<file path="src/rtl/bidir_reg_pkg.sv">
// rtl/bidir_reg_pkg.sv - shared mode type and priority decode for bidirectional_reg
package bidir_reg_pkg;

   // Operation selected for the next clock edge
   typedef enum logic [1:0] {
      MODE_HOLD,
      MODE_LOAD,
      MODE_SHR,
      MODE_SHL
   } bidir_mode_t;

   // Load beats any shift; rs and ls together are a conflict and hold
   function automatic bidir_mode_t decode_mode(
      input logic load,
      input logic rs,
      input logic ls
   );
      bidir_mode_t mode;
      if (load) begin
         mode = MODE_LOAD;
      end else if (rs && !ls) begin
         mode = MODE_SHR;
      end else if (ls && !rs) begin
         mode = MODE_SHL;
      end else begin
         mode = MODE_HOLD;
      end
      return mode;
   endfunction

endpackage

</file>
<file path="src/rtl/bidirectional_reg_next.sv">
// rtl/bidirectional_reg_next.sv - combinational next-state mux; BIDIR_REG_ROTATE_EN selects rotate instead of fill
module bidirectional_reg_next
   import bidir_reg_pkg::*;
#(
   parameter int   WIDTH    = 4,
   parameter logic FILL_BIT = 1'b0
) (
   input  bidir_mode_t      mode,
   input  logic [WIDTH-1:0] q,
   input  logic [WIDTH-1:0] d,
   output logic [WIDTH-1:0] q_next
);

   logic shr_in;
   logic shl_in;

`ifdef BIDIR_REG_ROTATE_EN
   // Rotate: the bit leaving one end re-enters at the other
   assign shr_in = q[0];
   assign shl_in = q[WIDTH-1];
   wire unused_fill_bit = FILL_BIT;
`else
   // Shift: the vacated position takes the constant fill bit
   assign shr_in = FILL_BIT;
   assign shl_in = FILL_BIT;
`endif

   // Select the next register word for the decoded mode
   always_comb begin
      q_next = q;
      case (mode)
         MODE_LOAD: q_next = d;
         MODE_SHR:  q_next = {shr_in, q[WIDTH-1:1]};
         MODE_SHL:  q_next = {q[WIDTH-2:0], shl_in};
         MODE_HOLD: q_next = q;
         default:   q_next = q;
      endcase
   end

endmodule

</file>
<file path="src/rtl/bidirectional_reg.sv">
// rtl/bidirectional_reg.sv - parallel-load left/right shift register with async clear; honours BIDIR_REG_ROTATE_EN
module bidirectional_reg
   import bidir_reg_pkg::*;
#(
   parameter int   WIDTH    = 4,
   parameter logic FILL_BIT = 1'b0
) (
   input  logic             clk,
   input  logic             clr,
   input  logic             load,
   input  logic [WIDTH-1:0] d,
   input  logic             rs,
   input  logic             ls,
   output logic [WIDTH-1:0] q
);

   bidir_mode_t      mode;
   logic [WIDTH-1:0] q_next;
   logic [WIDTH-1:0] q_d;
   logic [WIDTH-1:0] q_q;

   // Resolve the control inputs into a single operation
   always_comb begin
      mode = decode_mode(load, rs, ls);
   end

   bidirectional_reg_next #(
      .WIDTH    (WIDTH),
      .FILL_BIT (FILL_BIT)
   ) u_next (
      .mode   (mode),
      .q      (q_q),
      .d      (d),
      .q_next (q_next)
   );

   // Next register contents come straight from the mux
   always_comb begin
      q_d = q_next;
   end

   // Storage bank; clr wins immediately regardless of clk
   always_ff @(posedge clk or posedge clr) begin
      if (clr) begin
         q_q <= '0;
      end else begin
         q_q <= q_d;
      end
   end

   assign q = q_q;

endmodule

</file>
<file path="config.mk">
export PLATFORM = sky130hd
export DESIGN_NAME = bidirectional_reg
export DESIGN_NICKNAME = d
export VERILOG_FILES = /design/src/rtl/bidir_reg_pkg.sv /design/src/rtl/bidirectional_reg_next.sv /design/src/rtl/bidirectional_reg.sv
export SDC_FILE = /design/constraint.sdc
export NUM_CORES = 1
export LEC_CHECK = 0
export CAP_MARGIN = 20
export CORE_AREA = 2 2 39 41
export DETAILED_ROUTE_END_ITERATION = 10
export DIE_AREA = 0 0 41 43
export HOLD_SLACK_MARGIN = 0.1
export PLACE_DENSITY_LB_ADDON = 0.05
export SLEW_MARGIN = 20
export SYNTH_ARGS = -nofsm -noshare
export SYNTH_HDL_FRONTEND = slang
export SYNTH_SLANG_ARGS = --single-unit
</file>
<file path="constraint.sdc">
create_clock -name clk -period 2.79 [get_ports clk]
set_input_delay 0.837 -clock clk [delete_from_list [all_inputs] [get_ports clk]]
set_output_delay 0.837 -clock clk [all_outputs]
set_load 0.005 [all_outputs]
</file>
* Yosys cells after proc, flatten, opt, wreduce, memory -nomap -nowiden *
Index checks and enable logic that the tools add are counted.
W data, S select, Z words.

word-level totals
  register bits after elaboration = 4
  output and inout port bits = 4
  bits in read-only memories = 0
  bits in writable memories = 0
  memories = 0
  latch bits = 0

cells by class
  add/subtract/negate cells = 0
  magnitude comparators = 0
  div/mod/pow operators = 0
  shifts and indexed selects = 0
  multipliers = 0
  equality and inequality tests = 3
  reduce and logical (&&, ||, !) cells = 5
  mux-type cells = 4
  bitwise gates (word level) = 0

operators by type and width
  kind                  number
  $pmux W4 S3           1
  $mux W2               3
  $eq A2 B2 Y1 const B  2
  $eq A2 B1 Y1 const B  1
  $logic_and A1 B1 Y1   2
  $logic_not A1 Y1      2
  $logic_not A2 Y1      1

* Longest topological paths before layout *
  depth after elaboration = 7
  gate-level depth with buffers = 6
  gate-level depth less buffers = 5

* Hierarchy *
A second synthesis with hierarchy kept.

unflattened totals
  cell total of the unflattened synthesis = 18
  area, all modules = 240.2 um^2

modules (own cells, without submodules)
  module                  times used  area an instance (um^2)  cells an instance  seq. area each (um^2)
  bidirectional_reg       1           130.1                    9                  100.1
  bidirectional_reg_next  1           110.1                    9                  0.0

* Worst setup path before layout *
Ideal clock, no wire load.

  path type = input-to-reg
  start point = input port rs
  end point = register q_q[2], in the netlist q[2]
  stages = 5
  data arrival time = 1.673 ns
  setup slack = 0.991 ns
  path buffers = 1
  cells stage by stage = inv_1 -> ha_1 -> buf_6 -> a22o_1 -> a221o_1

between the ends
  longest elaborated chain between the ends = 7
  elaborated cells between the ends (all ways) = 11
  classes of those cells = 3 x eq/ne; 4 x mux; 4 x reduce/logical

RTL lines
  element                                              RTL line                      RTL
  start, declared                                      bidirectional_reg.sv:12       input logic rs,
  $logic_not A1 Y1                                     bidir_reg_pkg.sv:23           end else if (ls && !rs) begin
  $logic_and A1 B1 Y1                                  bidir_reg_pkg.sv:23
  $mux W2                                              bidir_reg_pkg.sv:23
  $mux W2 (*)                                          bidir_reg_pkg.sv:21           end else if (rs && !ls) begin
  $mux W2 (*)                                          bidir_reg_pkg.sv:19           if (load) begin
  $eq A2 B2 Y1 / $eq A2 B1 Y1 (equally long branches)  bidirectional_reg_next.sv:31  case (mode)
  $pmux W4 S3                                          bidirectional_reg_next.sv:31
  end signal, assigned                                 bidirectional_reg.sv:47       q_q <= q_d;
  end, declared                                        bidirectional_reg.sv:20       logic [WIDTH-1:0] q_q;

Every way passes the cells marked *; elsewhere a longest branch is shown, timed or not.
A chain may end at the register's enable or synchronous reset.

* Final worst setup path *
  start point = input port ls
  end point = register q_q[3], in the netlist q[3]

between the ends
  longest elaborated chain between the ends = 6
  elaborated cells between the ends (all ways) = 11
  classes of those cells = 3 x eq/ne; 4 x mux; 4 x reduce/logical

RTL lines
  element                                                         RTL line                                  RTL
  start, declared                                                 bidirectional_reg.sv:13                   input logic ls,
  $logic_and A1 B1 Y1 / $logic_not A1 Y1 (equally long branches)  bidir_reg_pkg.sv:23, bidir_reg_pkg.sv:21
  $mux W2 / $logic_and A1 B1 Y1 (equally long branches)           bidir_reg_pkg.sv:23, bidir_reg_pkg.sv:21
  $mux W2 (*)                                                     bidir_reg_pkg.sv:21
  $mux W2 (*)                                                     bidir_reg_pkg.sv:19
  $eq A2 B2 Y1 / $eq A2 B1 Y1 (equally long branches)             bidirectional_reg_next.sv:31
  $pmux W4 S3                                                     bidirectional_reg_next.sv:31

Marks and branches as above.

==> flow_summary.toml <==
[run_status]
status = "finished, final reports clean"

[synth]
synth_seq_cells = 4
synth_compound_area_frac = 0.272
netlist_area_um2 = 290
synth_top_family_by_area = "compound AO/OA/AOI/OAI gates"
synthCells = 28
synth_top_cell_by_area = "dfrtp_1"
synth_mux_area_frac = 0.0345
yosys_warnings = 0
synthAdderAreaFrac = 0.0431
synthSimpleGateAreaFrac = 0.190
yosysTopAreaCellShare = 0.345
syn_avg_cell_area_um2 = 10.4
synth.distinct_cells = 15
synth_seq_area_share = 0.345
synth_nets = 38
yosys.area_share.xor_xnor = 0
synth.area.top_cells = "dfrtp_1 34%, a221o_1 14%, a22o_1 9.1%"

[worst_setup_path]
crit_path_top_delay_cell = "clkdlybuf4s50_1"
cp.required_ns = 2.90
crit_family = "buffers and inverters"
crit_path_cell_trace = "clkdlybuf4s50_1 > ha_1 > nand2b_4 > o21ai_1 > a221o_1"
crit_type = "input port to register"
crit_buf_inv = 1
critPathLaunchType = "input port"
slowest_delay_ns = 0.46
critPathMaxFanout = 10
cp-end-kind = "register"
cp.arrival_ns = 2.27

[final_layout]
mostFrequentLayoutCells = "12 x clkdlybuf4s50_1, 4 x a221o_1, 4 x dfrtp_1"
finalNetCount = 52
layout_commonest_cell = "clkdlybuf4s50_1"
finish.utilization = 0.308
syn_to_final_growth_pct = 47.0
diodes = 0
layout-drive-gt1-share = 0.125
largest_reg_flops = 4

[sta]
finalClockSkew_ns = 0.000220
rsz0062_at_grt = "false"
hold_viol_final = 0
max_freq_mhz = 461
slew_headroom = 0.718
worst_slew_pin_slew_ns = 0.424
tns_ns = 0
final.min_clock_period_ns = 2.17
slew_violations = 0
setup_viol = 0
finalCritPeriodShare = 0.777

[route]
antenna_left = 0
route.vias.total = 268
drc = 0
routed_wl_um = 643
avgRoutedWirePerCell_um = 11.5
drtIter0Drc = 2
drtPass1Iterations = 4
vias_per_cell = 4.79

[floorplanning]
start_util = 0.210
rows = 14
ios = 13
fp.dieH_um = 43
core_area_mm2 = 0.00138
die_w_um = 41
dieArea_mm2 = 0.00176

[job]
max_cap_violations = 0

[grt]
grt_remaining_overflow = 0
track_usage = 0.0905
grt_max_degree = 11
grt_pass1_wl_um = 1020
grt_pass1_vias = 238
antenna_found_initial = 0

[cts]
cts-root-buf = "clkbuf_4"
clock_path_buffers = 2
cts-resized-gates = 0
clock_latency_ns = 0.23
cts-hold-fix-buffers = 0
htreeDepth = 1
cts_tree = "done"
post_cts_buffers = 0
clk_pin_slew_ns = 0.04
cts_buffers = 3
clock-sinks = 4

[pwr]
peakVddDrop_mv = 0.109
p_per_area_mw_per_mm2 = 471
power_leakage_uw = 0.000173

[hold_path]
hold_class = "register to register"

[place]
port_buffers = 12
place_congestion = 0.725
[cells in the mapped netlist]
master	n
inv_1	2
a211oi_1	1
nor3_1	2
nand2_1	3
nand2b_4	1
nor2_4	1
a22o_1	3
dfrtp_1	4
o21ai_1	1
nor4b_1	1
a221o_1	4
mux2i_1	1
buf_6	2
clkbuf_1	1
ha_1	1
[cell families after synthesis]
| family | after synthesis |
|---|---|
| multiplexers | 1 |
| flip-flops | 4 |
| buffers and inverters | 5 |
| adder cells (fa/ha/maj) | 1 |
| AND/OR/NAND/NOR | 8 |
| AO/OA/AOI/OAI | 9 |
[metal layers]
layer,share of wire,global-route usage,vias up
met5,0,0,-
met2,0.50,0.122,9
met3,0.058,0.0314,0
met4,0,0.0800,0
met1,0.44,0.106,124
li1,-,-,135
[per-stage QoR]
| step | instances | area (µm²) | hold WS [ns] | total power, µW | worst slack [ns] |
|---|---|---|---|---|---|
| final | 56 | 427 | 0.675 | 201 | 0.622 |
| after global routing | 56 | 427 | 0.717 | 216 | 0.540 |
| after CTS | 56 | 427 | 0.674 | 205 | 0.616 |
| after detailed placement | 53 | 404 | 0.666 | 134 | 0.375 |
| after global placement | 53 | 404 | 0.666 | 134 | 0.405 |
| after floorplan | 28 | 290 | 0.603 | 104 | 0.991 |
[layout make-up]
| class | instances | area (µm²) |
|---|---|---|
| repair buffers | 12 | 120 |
| clock buffers | 3 | 22.5 |
| well taps | 16 | 20.0 |
| fillers | 153 | 957 |
| multi-input cells | 19 | 156 |
| inverters | 2 | 7.51 |
| flip-flops and latches | 4 | 100 |
[report_power, final]
part | switching (µW) | leakage (µW) | internal (µW) | total (µW)
Clock | 20.4 | 0.0000138 | 47.9 | 68.3
Sequential | 7.70 | 0.0000488 | 65.7 | 73.4
Combinational | 21.2 | 0.000110 | 38.1 | 59.4
[worst min-delay path: cells and delay by family, from the launching register on]
| family | cells | cell delay (ns) |
|---|---|---|
| DFF | 1 | 0.37 |
| AOI/OAI and AO/OA | 2 | 0.27 |
[final timing paths]
check	startpoint	end	slack, ns	depth (start not counted)
setup reg to reg	q[1]	q[1]	1.77	2
setup / recovery	ls	q[3]	0.62	5
hold / removal	q[0]	q[0]	0.67	2
min in group asynchronous	clr	q[3]	0.80	2
max in group asynchronous	clr	q[0]	1.84	2
hold reg to reg	q[0]	q[0]	0.67	2
Power figures use the tool's default switching activity.
==> edit 1 (same settings) <==
`WIDTH` is set to 4 in 2 places; all go to 5.
--- a/src/rtl/bidirectional_reg_next.sv
+++ b/src/rtl/bidirectional_reg_next.sv
@@ -3,5 +3,5 @@
    import bidir_reg_pkg::*;
 #(
-   parameter int   WIDTH    = 4,
+   parameter int   WIDTH    = 5,
    parameter logic FILL_BIT = 1'b0
 ) (
--- a/src/rtl/bidirectional_reg.sv
+++ b/src/rtl/bidirectional_reg.sv
@@ -3,5 +3,5 @@
    import bidir_reg_pkg::*;
 #(
-   parameter int   WIDTH    = 4,
+   parameter int   WIDTH    = 5,
    parameter logic FILL_BIT = 1'b0
 ) (
Ports: changed (resized d and q); port bits go from 13 to 15. No check against the original RTL was run, so the function may have changed too.
==> edit 1 against the original RTL <==
  * Power is 18% higher
  * Setup slack worse by 0.034 ns
  * Highest routed layer is now met4
  * Critical path type unchanged
  * Clock skew is 0.00085 ns higher
  * Sequential cell count is 1 higher
  * Area after synthesis is 5.6% higher
  * Wire length is 20% higher
  * Core utilization is 4.2 points higher
  * Final area is 14% higher
  * Critical endpoint is now q[0]$_DFFE_PP0P_
  * Maximum frequency is 1.6% lower
==> edit 1: results (changes against the original RTL) <==
| Quantity | This run | vs unedited |
| --- | --- | --- |
| R2R setup slack | 1.71 ns | -0.06 ns |
| Complex-gate fraction of the synthesized area | 32.65% | +5.5 points |
| Result of the run | finished clean |  |
| Distinct cell type count of the synthesized netlist | 14 | -1 |
| Multiplexer area fraction after synthesis | 11.02% | +7.6 points |
| Layout net count | 59 | +13% |
| Crit path arrival time | 2.31 ns | +0.04 ns |
| Worst reg2reg path depth | 3 | +1 |
| Crit Path Max Fanout | 10 | unchanged |
| Number of port buffers | 14 | +2 |
| Number of flip-flops under the largest register name | 5 | +1 |
| Fraction of the yosys area taken by sequential cells | 40.82% | +6.3 points |
| First DRT Iteration DRCs | 9 | +7 |
| Adder and majority cell fraction of the synthesized area | 4.082% | -0.23 points |
| Actual transition at the worst max-transition pin | 0.3776 ns | -0.04600 ns |
| Met1 usage | 12.13% | +1.5 points |
| Net count after synthesis | 41 | +7.9% |
| Global-route met2 utilization | 14.69% | +2.5 points |
| Synth Flop Type | sky130_fd_sc_hd__dfrtp_1 |  |
| Global Route Usage Sum | 10.30% | +1.3 points |
| Placement Setup Slack | 0.3381 ns | -0.03711 ns |
| Max Clock Skew | 0.001069 ns | +0.0008485 ns |
| Wirelength, routed | 772 um | +20% |
| Biggest area contributors in the synthesized netlist | sky130_fd_sc_hd__dfrtp_1 (41%), sky130_fd_sc_hd__a22oi_1 (17%), sky130_fd_sc_hd__mux2_1 (11%) |  |
| Share of post-route cells with drive strength above 1 | 8.511% | -4.0 points |
| Commonest cells post-synth | sky130_fd_sc_hd__a22oi_1 (7), sky130_fd_sc_hd__dfrtp_1 (5), sky130_fd_sc_hd__inv_1 (3), sky130_fd_sc_hd__mux2_1 (3), sky130_fd_sc_hd__o21ai_1 (3) |  |
| Sum of net half-perimeters after detailed placement | 646.8 um |  |
| Capture endpoint of the worst hold path | q[3]$_DFFE_PP0P_ |  |
| Placement-stage cell area | 459.2 um^2 | +14% |
| Number of vias in the routed layout | 302 | +13% |
| Endpoint of the worst-slack reg-to-reg timing path | q[3]$_DFFE_PP0P_ |  |
| Leakage power | 0.2035 nW | +18% |
| Maximum vdd ir drop | 0.0002487 V | +130% |
| Weighted congestion at the end of routability-driven global placement | 0.6153 | -15% |
| Critical register-to-register path startpoint | q[2]$_DFFE_PP0P_ |  |
-- edit 1: changes by cell type in the layout (fill, tap and decap cells not counted), sizes merged, moves of 3 or more --
cell   delta
a22oi     +7
a221o     -3
mux2      +3
nand2     -3
o21ai     +3
-- edit 1: kinds of logic after synthesis --
group | after synthesis
AOI/OAI and AO/OA | 14
buffers and inverters | 4
DFF | 5
and+or+nand+nor | 3
adders and majority gates | 1
muxes | 3
-- edit 1: critical path, delay by kind of cell --
kind	cells	cell delay, ns
AOI/OAI and AO/OA	2	0.50
buffers and inverters	1	0.46
adders and majority gates	1	0.38
and+or+nand+nor	1	0.13
-- edit 1: stage by stage --
step                util [%]  hold WS [ns]  instances
global placement       33.18        0.6043         59
floorplan                  -        0.5457         30
CTS                    35.08        0.6131         63
detailed placement     33.18        0.6044         59
finish                 35.08        0.6177         63
global route           35.08        0.6468         63
-- edit 1: how the worst max path moves through the flow --
stage          startpoint                to  slack (ns)  cells after the start
6_report               ls  q[0]$_DFFE_PP0P_        0.59                      5
5_1_grt                ls  q[0]$_DFFE_PP0P_        0.49                      5
4_1_cts                ls  q[0]$_DFFE_PP0P_        0.59                      5
3_5_place_dp           ls  q[0]$_DFFE_PP0P_        0.34                      5
3_3_place_gp           ls  q[0]$_DFFE_PP0P_        0.38                      5
2_1_floorplan          rs  q[1]$_DFFE_PP0P_        0.96                      6
-- edit 1: where the power goes --
group          total [W]  internal, W  switching [W]  leakage (nW)
clock          0.0000791    0.0000538      0.0000254        0.0150
sequential     0.0000909    0.0000823     0.00000861        0.0609
combinational  0.0000680    0.0000420      0.0000260         0.128
total           0.000238     0.000178      0.0000600         0.203
-- edit 1: layout make-up --
class                      count  area share, %
sequential                     5          25.77
inverter                       3          2.320
multi-input combinational     21          33.51
timing repair buffer          14          28.87
clock buffer                   4          5.412
tap                           16          4.124
-- edit 1: metal layers --
metal	vias to the layer above	part of all wire, %
li1	153	-
met1	139	42
met2	8	51
met3	2	5.8
met4	0	0.65
met5	-	0
